===== config.mk =====
export PLATFORM = sky130hd
export DESIGN_NAME = seven_seg_scanner
export DESIGN_NICKNAME = d
export VERILOG_FILES = /design/src/rtl/display_pkg.sv /design/src/rtl/hex_to_7seg.sv /design/src/rtl/seven_seg_scanner.sv
export SDC_FILE = /design/constraint.sdc
export NUM_CORES = 1
export LEC_CHECK = 0
export ABC_CLOCK_PERIOD_IN_PS = 2300
export CAP_MARGIN = 5
export CORE_UTILIZATION = 45
export DETAILED_ROUTE_END_ITERATION = 10
export PLACE_DENSITY = 0.7
export SYNTH_ARGS = -nofsm -noshare
export SYNTH_HDL_FRONTEND = slang
export SYNTH_SLANG_ARGS = --single-unit

===== constraint.sdc =====
create_clock -name ACLK -period 2.3 [get_ports ACLK]
set_input_delay 0.345 -clock ACLK [delete_from_list [all_inputs] [get_ports ACLK]]
set_output_delay 0.345 -clock ACLK [all_outputs]
set_load 0.02 [all_outputs]

===== src/rtl/display_pkg.sv =====
// Shared definitions for the seven-segment display path: digit count,
// blank pattern, hex-to-segment table and the display buffer word.
package display_pkg;

  localparam int NUM_DIGITS = 8;

  localparam logic [7:0] SEG_BLANK = 8'hFF;

  // Active-low {dp,g,f,e,d,c,b,a} with dp off; entry 0 is the rightmost byte.
  localparam logic [15:0][7:0] SEG_TABLE = {
    8'h8E, 8'h86, 8'hA1, 8'hC6,
    8'h83, 8'h88, 8'h90, 8'h80,
    8'hF8, 8'h82, 8'h92, 8'h99,
    8'hB0, 8'hA4, 8'hF9, 8'hC0
  };

  typedef struct packed {
    logic [31:0]           value;
    logic [NUM_DIGITS-1:0] en;
    logic [NUM_DIGITS-1:0] dp;
  } display_word_t;

endpackage


===== src/rtl/hex_to_7seg.sv =====
// Combinational hex nibble to active-low seven-segment pattern, with the
// decimal point carried in bit 7.
import display_pkg::*;

module hex_to_7seg (
  input  logic [3:0] nibble_i,
  input  logic       dp_i,
  output logic [7:0] segment_o
);

  logic [7:0] pattern;

  assign pattern   = SEG_TABLE[nibble_i];
  assign segment_o = {~dp_i, pattern[6:0]};

endmodule


===== src/rtl/seven_seg_scanner.sv =====
// Scans an 8-digit multiplexed display with a per-slot blank interval;
// updates are double-buffered and only take effect at a frame boundary.
import display_pkg::*;

module seven_seg_scanner #(
  parameter int DIGIT_CYCLES = 100000,
  parameter int BLANK_CYCLES = 1000
) (
  input  logic        ACLK,
  input  logic        ARESET,
  input  logic        update_valid,
  output logic        update_ready,
  input  logic [31:0] value_in,
  input  logic [7:0]  digit_en_in,
  input  logic [7:0]  dp_in,
  output logic        frame_start,
  output logic [7:0]  segment,
  output logic [7:0]  anode
);

  localparam int CW = (DIGIT_CYCLES > 1) ? $clog2(DIGIT_CYCLES) : 1;
  localparam logic [CW-1:0] CNT_LAST  = CW'(DIGIT_CYCLES - 1);
  localparam logic [CW-1:0] CNT_BLANK = CW'(BLANK_CYCLES);

  logic [CW-1:0]  cnt_q, cnt_d;
  logic [2:0]     idx_q, idx_d;
  display_word_t  pend_q, pend_d;
  display_word_t  act_q, act_d;
  logic           pend_full_q, pend_full_d;
  logic           rdy_q;
  logic [7:0]     seg_q, seg_d;
  logic [7:0]     anode_q, anode_d;
  logic           fs_q, fs_d;

  logic           slot_wrap;
  logic           frame_end;
  logic           xfer;
  logic           lit;
  logic [3:0]     cur_nibble;
  logic [7:0]     cur_seg;

  assign cur_nibble = act_q.value[{idx_q, 2'b00} +: 4];

  hex_to_7seg u_dec (
    .nibble_i  (cur_nibble),
    .dp_i      (act_q.dp[idx_q]),
    .segment_o (cur_seg)
  );

  always_comb begin
    slot_wrap   = (cnt_q == CNT_LAST);
    frame_end   = slot_wrap && (idx_q == 3'd7);
    xfer        = update_valid && rdy_q;

    cnt_d       = slot_wrap ? '0 : cnt_q + 1'b1;
    idx_d       = slot_wrap ? idx_q + 3'd1 : idx_q;

    pend_d      = pend_q;
    pend_full_d = pend_full_q;
    act_d       = act_q;

    // xfer implies the pending buffer is empty, so promotion and capture never collide.
    if (frame_end && pend_full_q) begin
      act_d       = pend_q;
      pend_full_d = 1'b0;
    end
    if (xfer) begin
      pend_d      = '{value: value_in, en: digit_en_in, dp: dp_in};
      pend_full_d = 1'b1;
    end

    lit     = (cnt_q >= CNT_BLANK) && act_q.en[idx_q];
    anode_d = lit ? ~(8'b1 << idx_q) : 8'hFF;
    seg_d   = lit ? cur_seg : SEG_BLANK;
    fs_d    = (cnt_q == '0) && (idx_q == 3'd0);
  end

  always_ff @(posedge ACLK) begin
    if (ARESET) begin
      cnt_q       <= '0;
      idx_q       <= '0;
      pend_q      <= '0;
      pend_full_q <= 1'b0;
      act_q       <= '0;
      rdy_q       <= 1'b1;
      seg_q       <= SEG_BLANK;
      anode_q     <= 8'hFF;
      fs_q        <= 1'b0;
    end else begin
      cnt_q       <= cnt_d;
      idx_q       <= idx_d;
      pend_q      <= pend_d;
      pend_full_q <= pend_full_d;
      act_q       <= act_d;
      rdy_q       <= ~pend_full_d;
      seg_q       <= seg_d;
      anode_q     <= anode_d;
      fs_q        <= fs_d;
    end
  end

  assign update_ready = rdy_q;
  assign segment      = seg_q;
  assign anode        = anode_q;
  assign frame_start  = fs_q;

endmodule


# --- Yosys cells after proc, flatten, opt, wreduce, memory -nomap -nowiden ---
# Memories as Yosys holds them, arrays and structs flattened. A register that Yosys moved wholly into a read port is not among the register bits.
# Cells that the tools add are included.
word_totals:
  regBits: 135
  latchBits: 0
  mem_bits_rw: 0
  rom_bits: 128
  input_bits: 51
  output_inout_bits: 18
  word_cells: 43
  memories: 1
mem_list:
  columns: ["name", "depth", "width", "read_ports", "rd_ports_with_merged_regs", "wr", "line", "text"]
  rows:
  - ["(no name shown)", 16, 8, 1, 1, 0, "hex_to_7seg.sv:13", "assign pattern = SEG_TABLE[nibble_i];"]
classes:
  addsub: 2
  mul: 0
  div: 0
  order_cmp: 3
  eq_ne: 2
  shifts: 2
  muxes: 7
  bitwise_logic: 4
  n_reduce_logical: 9
ops:
  columns: ["operator", "count"]
  rows:
  - ["$shiftx 32x6->4", 1]
  - ["$add 17x1->17 const B", 1]
  - ["$eq 17x17->1 const B", 1]
  - ["$ge 17x10->1 const B", 1]
  - ["$logic_not 17->1", 1]
  - ["$not 8->8", 1]
  - ["$shl 1x3->8 const A", 1]
  - ["$mux 7", 1]
  - ["$bmux 1 s3", 2]
  - ["$logic_and 1x1->1", 5]
  - ["$lt 4x5->1 const B", 1]
  - ["$lt 3x4->1 const B", 1]
  - ["$mux 1", 4]
  - ["$reduce_or 2->1", 2]
  - ["$add 3x1->3 const B", 1]
  - ["$eq 3x3->1 const B", 1]
  - ["$logic_not 3->1", 1]
  - ["$not 1->1", 3]

# --- Depth between registers and ports, before layout ---
# Gate-level depths: netlist of the first run.
depth:
  ltp_word: 6
  mapped_depth: 10
  ltp_nobuf: 8

# --- Cells and area by module ---
# From an unflattened synthesis of the first run, not the netlist that was laid out.
unflattened:
  cells_unflattened: 669
  hier_area_um2: 5754.3
by_module_without_submodules:
  columns: ["mod", "n_inst", "cells_per_inst", "area_each_um2", "seq_area_each_um2"]
  rows:
  - ["seven_seg_scanner", 1, 636, 5475.3, 2702.6]
  - ["hex_to_7seg", 1, 33, 279.0, 0.0]

# --- Worst setup path before layout of the first run ---
# Ideal clock, no wire load.
synth_timing:
  path_type: "register to register"
  startpoint: "reg idx_q[1]"
  endpoint: "reg seg_q[4] (netlist: segment[4])"
  setup_time_ps: 129
  arrival_time_ps: 2076
  required_ps: 2171
  path_slack_ps: 95
  path_stages_with_launch: 9
  path_buffers: 2
  period_less_slack_ps: 2205
  cell_sequence: "dfxtp_1 -> clkbuf_1 -> buf_2 -> mux4_2 -> mux2_2 -> ha_1 -> mux2_2 -> nand2_1 -> o211ai_1"
synth_between:
  elab_chain_len: 5
  elab_cells_between_ends: 6
  cone_classes: "1 x shift; 2 x mux; 1 x bitwise; 2 x reduce/logical"
synth_lines:
  columns: ["element", "line", "text"]
  rows:
  - ["start: declaration", "seven_seg_scanner.sv:26", "logic [2:0] idx_q, idx_d;"]
  - ["start signal: assignment", "seven_seg_scanner.sv:91", "idx_q <= idx_d;"]
  - ["$bmux 1 s3", "seven_seg_scanner.sv:72", "lit = (cnt_q >= CNT_BLANK) && act_q.en[idx_q];"]
  - ["$mux 1 (not written as such)", "seven_seg_scanner.sv:72", null]
  - ["$logic_and 1x1->1", "seven_seg_scanner.sv:72", null]
  - ["$not 1->1 (no line)", null, null]
  - ["$reduce_or 2->1 (no line)", null, null]
  - ["end: declaration", "seven_seg_scanner.sv:31", "logic [7:0] seg_q, seg_d;"]
# Parallel ways exist; a longest one is shown, timed or not. The select of a mux whose other input is x is not followed.
# A chain may end at the register's enable or synchronous reset.

# --- Final worst setup path of the first run ---
layout_timing:
  startpoint: "reg cnt_q[12]"
  endpoint: "reg act_q[45] (netlist name)"
layout_between:
  elab_chain_len: 3
layout_lines:
  columns: ["element", "line", "text"]
  rows:
  - ["start: declaration", "seven_seg_scanner.sv:25", "logic [CW-1:0] cnt_q, cnt_d;"]
  - ["start signal: assignment", "seven_seg_scanner.sv:90", "cnt_q <= cnt_d;"]
  - ["$eq 17x17->1", "seven_seg_scanner.sv:51", "slot_wrap = (cnt_q == CNT_LAST);"]
  - ["$logic_and 1x1->1", "seven_seg_scanner.sv:52", "frame_end = slot_wrap && (idx_q == 3'd7);"]
  - ["$logic_and 1x1->1", "seven_seg_scanner.sv:63", "if (frame_end && pend_full_q) begin"]
  - ["end signal: assignment", "seven_seg_scanner.sv:94", "act_q <= act_d;"]
  - ["end: declaration", "seven_seg_scanner.sv:28", "display_word_t act_q, act_d;"]
# No other way between the ends.

==> summary.txt, run 1 <==
Layout
  • Final Net Count: 701
  • Multi-input gate area: 2520 um2
  • Number of filler cells placed in the layout: 995
  • Utilization after layout: 58.9%
  • Share of layout cells above drive strength 1: 10.8%
  • Area Growth Syn to Fin: 25.4%
  • # diodes: 0
  • Reg area: 2700 um2
  • Non-Filler Instances: 792

Timing
  • Fin crit share: 92.2%
  • RSZ-0062 raised after global routing: false
  • Final max-slew violation count: 0
  • Worst relative slew slack: 62.5%
  • Setup violators final: 0
  • Setup WS post-layout: 0.180 ns
  • Tmin final: 2.12 ns
  • Final Hold Fails: 0
  • Fin Setup TNS: 0 ns
  • Worst-Margin Slew: 0.562 ns
  • Max Freq: 0.472 GHz
  • Final Skew: 0.0150 ns

Floorplanning
  • Die area: 12500 um2
  • Initial Utilization: 47.0%
  • Ports: 69
  • FP Rows: 39
  • Die Height: 112 um
  • Core Area: 11600 um2
  • Chip width: 112 um

GRT
  • Gr usage total: 18.7%
  • Initial antenna violation count: 0
  • Global-route wire length before repair: 18700 um
  • Global route overflow: 0
  • Vias in the first global route: 3952
  • Largest net degree at the start of global routing: 54

Yosys
  • Syn Nets: 640
  • Count leader, synth: dfxtp_1
  • Post-synth top cells: dfxtp_1 (135), nand2_1 (116), nor2_1 (69)
  • Register bit total from synthesis: 135
  • Synth Cell Area: 5430 um2
  • Post-synthesis compound-gate area fraction: 6.31%
  • Post-synthesis simple-gate area fraction: 17.8%
  • Synth Flop Type: dfxtp_1
  • YS warnings: 0
  • Adder-Cell Fraction of Synth Area: 3.23%
  • Post-synth ARST share: 0%
  • Post-Synth XOR/XNOR Area: 2.58%
  • Combinational family with the most area after synthesis: simple AND/OR/NAND/NOR gates
  • Post-Syn Instances: 575
  • Cell taking the most area after synthesis: dfxtp_1
  • Mux cell area share after synthesis: 16.3%
  • Yosys cell types: 39
  • Share of the synthesized area in the top cell type: 49.8%
  • Ranking of synthesized cells by area: dfxtp_1 (50%), mux2i_1 (10%), nand2_1 (8.0%), mux4_2 (5.0%), nor2_1 (4.8%)
  • Post-synth EDFFs: 0
  • Sequential-to-total area share from yosys stat: 49.8%
  • Syn_area_per_cell: 9.44 um2

Pwr
  • Power per cell area: 769 nW/um2
  • LEAKAGE: 2.94 nW
  • Final Total Pwr: 5.23 mW
  • Comb power frac: 5.1%
  • Internal: 4.06 mW
  • Sw Share: 22.5%
  • Reg power frac: 46.5%
  • Psw: 1.18 mW
  • Peak VDD IR: 415 uV
  • Clock share of power: 48.3%

Setup path
  • Reg2Reg Depth: 6
  • RR Endpoint: act_q[45]
  • FF-to-FF Start: cnt_q[12]
  • Critical Path RT: 2.57 ns
  • Worst setup EP type: register
  • Worst-path maximum fanout: 48
  • R2R Setup Slk: 0.18 ns
  • CP startpoint kind: register
  • Critical path class: register to register
  • Critical path arrival: 2.39 ns

Clock tree
  • Post_cts resized: 0
  • # Post-CTS Setup Buffers: 0
  • CTS tree: built
  • Clock slew at reported path FFs: 0.06 ns
  • Clock Latency Late Sink: 0.41 ns
  • Max H-tree Level: 4
  • Number of buffers created by CTS: 17
  • CTS sink count: 135
  • Clk buf depth: 2
  • Root Buffer: clkbuf_16
  • Hold-fix buffers, CTS: 0

Run status
  • Status: finished, violations left
  • Failing checks: DRC

Placed design
  • DP Wirelength: 7660 um
  • Port Buffers: 68
  • Pre-CTS setup slack: 0.104 ns
  • GP Congestion: 0.798
  • Post-Place Cells: 760

Route
  • Total vias in the final route: 4018
  • DR pass1 iterations: 7
  • Antenna Nets Post-Route: 0
  • Total wire length: 10900 um
  • Initial DRC count: 189
  • Per-cell routed wire length: 13.8 um
  • Drt drc: 4
  • Vias per inst: 5.07

Worst hold path
  • Hold Path Class: input port to register
  • Worst hold path endpoint: anode[2]
  • Hold-critical path depth: 4
  • Hold path start: ARESET

Run
  • Max capacitance violation total: 0
cells by family (layout without fill, tap and decap cells):
family	after synthesis	count (layout)
adder cells (fa/ha/maj)	14	14
AO/OA/AOI/OAI	62	62
buffers and inverters	48	122
XOR/XNOR	16	16
flip-flops	135	135
AND/OR/NAND/NOR	228	228
multiplexers	72	72
routing by layer:
layer  vias up  routed length, um  global-route usage [%]
li1       2054                  -                       -
met1      1885               5220                    24.7
met2        77               5220                    30.0
met3         2                440                    4.08
met4         0                 56                    7.03
met5         -                  0                       0
worst max path at each step:
| stage | end | cells after the start | start |
|---|---|---|---|
| floorplan | segment[4] | 8 | idx_q[1] |
| global placement | segment[4] | 6 | idx_q[1] |
| CTS | segment[6] | 5 | cnt_q[7] |
| finish | act_q[45] | 6 | cnt_q[12] |
| detailed placement | segment[5] | 5 | cnt_q[7] |
| global route | segment[3] | 9 | idx_q[0] |
power groups by stage:
stage	logic, mW	registers, mW	clock network [mW]
final	0.269	2.44	2.53
after global routing	0.300	2.44	2.68
after CTS	0.274	2.44	2.58
after detailed placement	0.273	2.49	0
after global placement	0.268	2.48	0
after floorplan	0.137	2.48	0
area by class of cell:
| type | instances | share of cell area [%] |
|---|---|---|
| Timing Repair Buffer | 81 | 11.9 |
| Clock buffer | 18 | 6.45 |
| Sequential cell | 135 | 39.7 |
| Inverter | 9 | 0.496 |
| Clock inverter | 14 | 1.86 |
| Tap cell | 143 | 2.63 |
| Multi-Input combinational cell | 392 | 37.0 |
state kept, by name, summed over array words and instances (netlist names):
name          cells
act_q            48
anode             8
cnt_q            17
frame_start       1
idx_q             3
pend_full_q       1
pend_q           48
segment           8
update_ready      1
layout by cell type (no fill, tap or decap), types with 8 or more instances in the layout:
| cell type | count |
|---|---|
| clkdlybuf4s50_1 | 67 |
| nand2_1 | 116 |
| nor2_1 | 69 |
| xor2_1 | 13 |
| inv_1 | 8 |
| a21oi_1 | 49 |
| clkbuf_16 | 17 |
| ha_1 | 14 |
| buf_4 | 10 |
| dfxtp_1 | 134 |
| nand3_1 | 12 |
| mux4_2 | 12 |
| mux2i_1 | 56 |
metrics by stage:
stage / hold WS [ns] / area, um2
3_3_place_gp: 0.444 / 6240
4_1_cts: 0.310 / 6800
3_5_place_dp: 0.447 / 6240
2_1_floorplan: 0.436 / 5430
5_1_grt: 0.343 / 6810
6_report: 0.340 / 6810
worst max-delay path, cell delays in order (launching register included):
cell and delay (ns):
dfxtp_1 0.34, or4_4 0.55, nor4_2 0.34, nand4_1 0.19, buf_12 0.26, mux2i_1 0.20
nor2_1 0.07
Power figures use the tool's default switching activity.
==> inputs of run 2 (changes only) <==
==> constraint.sdc (replaced) <==
create_clock -name ACLK -period 2.3 [get_ports ACLK]
set_input_delay 0.46 -clock ACLK [delete_from_list [all_inputs] [get_ports ACLK]]
set_output_delay 0.46 -clock ACLK [all_outputs]
set_load 0.02 [all_outputs]
==> run 2 against run 1 <==
Against the previous run: critical path type unchanged; first-iteration DRC count is the same; fmax shrank 1.5%; critical endpoint is now act_q[37]; the run still ends with DRC left; global-route usage grew 0.32 points; design area grew 1.3%; power grew 6.1%; combinational power grew 3%.
==> summary.txt, run 2 (synthesized netlist as in run 1, its figures left out) <==
Worst hold path
  • Hold-critical path depth: 2
  • Hold Path Class: register to register
  • Worst hold path endpoint: pend_q[12]
  • Hold path start: pend_q[12]

Clock tree
  • Number of buffers created by CTS: 17
  • Hold-fix buffers, CTS: 0
  • Root Buffer: clkbuf_16
  • Max H-tree Level: 4
  • Clock Latency Late Sink: 0.42 ns
  • Clock slew at reported path FFs: 0.06 ns
  • Clk buf depth: 2
  • CTS sink count: 135
  • CTS tree: built

Timing
  • Fin crit share: 93.6%
  • Final Skew: 0.0104 ns
  • Tmin final: 2.15 ns
  • Setup violators final: 0
  • Worst-Margin Slew: 0.559 ns
  • Worst relative slew slack: 62.4%
  • Max Freq: 0.465 GHz
  • Fin Setup TNS: 0 ns
  • RSZ-0062 raised after global routing: false
  • Final max-slew violation count: 0
  • Final Hold Fails: 0
  • Setup WS post-layout: 0.147 ns

Placed design
  • GP Congestion: 0.841
  • DP Wirelength: 7460 um
  • Port Buffers: 68
  • Pre-CTS setup slack: 0.0746 ns

Layout
  • Area Growth Syn to Fin: 27.0%
  • Most common cell after layout, fill and taps aside: dfxtp_1
  • # diodes: 0
  • Share of layout cells above drive strength 1: 10.8%
  • Commonest cells after routing, fill and taps aside: dfxtp_1 (133), nand2_1 (116), nor2_1 (69), clkdlybuf4s50_1 (67), mux2i_1 (56)
  • Top flop regs: act_q x48, pend_q x48, cnt_q x17
  • Final Net Count: 700

Run
  • Max capacitance violation total: 0

Route
  • Drt drc: 4
  • Vias per inst: 5.10
  • Antenna Nets Post-Route: 0
  • Total vias in the final route: 4038
  • DR pass1 iterations: 8
  • Initial DRC count: 189
  • Total wire length: 10900 um
  • Per-cell routed wire length: 13.7 um

Setup path
  • Critical Path RT: 2.59 ns
  • Max incr delay on CP: 0.56 ns
  • RR Endpoint: act_q[37]
  • Critical path class: register to register
  • Worst path bufs/invs: 1
  • Reg2Reg Depth: 6
  • Worst-path cell chain: or4_4, nor4_2, nand4_1, buf_12, mux2i_1, nor2_1
  • CP startpoint kind: register
  • Worst setup EP type: register
  • Kind of cell adding the most delay to the critical path: simple AND/OR/NAND/NOR gates
  • FF-to-FF Start: cnt_q[12]
  • Worst-path maximum fanout: 48
  • Critical path arrival: 2.44 ns
  • Crit-path slowest cell: or4_4
  • R2R Setup Slk: 0.15 ns

Floorplanning
  • Ports: 69
  • Chip width: 112 um
  • FP Rows: 39
  • Core Area: 11600 um2
  • Die area: 12500 um2
  • Die Height: 112 um
  • Initial Utilization: 47.0%

Pwr
  • Final Total Pwr: 5.55 mW
  • LEAKAGE: 2.99 nW
  • Peak VDD IR: 486 uV
  • Power per cell area: 805 nW/um2

Run status
  • Failing checks: DRC
  • Status: finished, violations left

GRT
  • Initial antenna violation count: 0
  • Vias in the first global route: 3834
  • Largest net degree at the start of global routing: 104
  • Gr usage total: 19.0%
  • Global route overflow: 0
  • Global-route wire length before repair: 18600 um
[run 2: routing by layer]
metal	share of wire, %	wire, um	GRT usage (%)	vias to the layer above
li1	-	-	-	2049
met1	47	5150	24.6	1893
met2	47	5080	29.6	80
met3	4.0	438	5.06	16
met4	1.8	197	9.10	0
met5	0	0	0	-
[run 2: worst min-delay path, stage by stage, from the launching register on]
cell and delay [ns]:
dfxtp_1 0.31, nand2_1 0.05, a21oi_1 0.05
[run 2: worst max-delay path by stage]
| stage | start | end | slack (ns) | depth (start not counted) |
|---|---|---|---|---|
| 3_5_place_dp | idx_q[0] | segment[6] | 0.07 | 5 |
| 4_1_cts | idx_q[0] | segment[6] | 0.04 | 5 |
| 6_report | cnt_q[12] | act_q[37] | 0.15 | 6 |
| 3_3_place_gp | idx_q[0] | segment[6] | 0.20 | 5 |
| 2_1_floorplan | idx_q[1] | segment[4] | 0.1 | 8 |
| 5_1_grt | cnt_q[12] | act_q[37] | 0.03 | 6 |
[run 2: what timing repair did]
action | CTS | global route
resized for setup | 0 | 4
setup buffers | 0 | 0
endpoints found under the setup margin | 0 | 11
[run 2: final cells by class]
class                           instances  area [um2]
Sequential cell                       135        2710
Tap cell                              143         179
Multi-Input combinational cell        392        2520
Clock inverter                         13         178
Inverter                                9        33.8
Fill cell                             950        4670
Clock buffer                           19         453
Timing Repair Buffer                   80         832
[run 2: metrics by stage]
stage	utilization [%]	cells	hold WS (ns)	cell area [um2]
2_1_floorplan	-	575	0.436	5430
5_1_grt	59.6	791	0.478	6900
3_5_place_dp	54.1	759	0.449	6260
6_report	59.6	791	0.458	6900
4_1_cts	59.5	791	0.449	6890
3_3_place_gp	54.1	759	0.444	6260
[run 2: power breakdown]
group / switching [mW] / internal [mW] / leakage (nW) / total [mW]
logic: 0.134 / 0.142 / 1.59 / 0.276
registers: 0.0367 / 2.40 / 1.10 / 2.44
clock network: 0.980 / 1.86 / 0.308 / 2.84
total: 1.15 / 4.40 / 2.99 / 5.55
==> inputs of run 3 (changes only) <==
Settings changed: CTS_CLUSTER_SIZE set to 20.
==> results of run 3 <==
No change in the layout: final DEF, timing and power equal those of run 2.
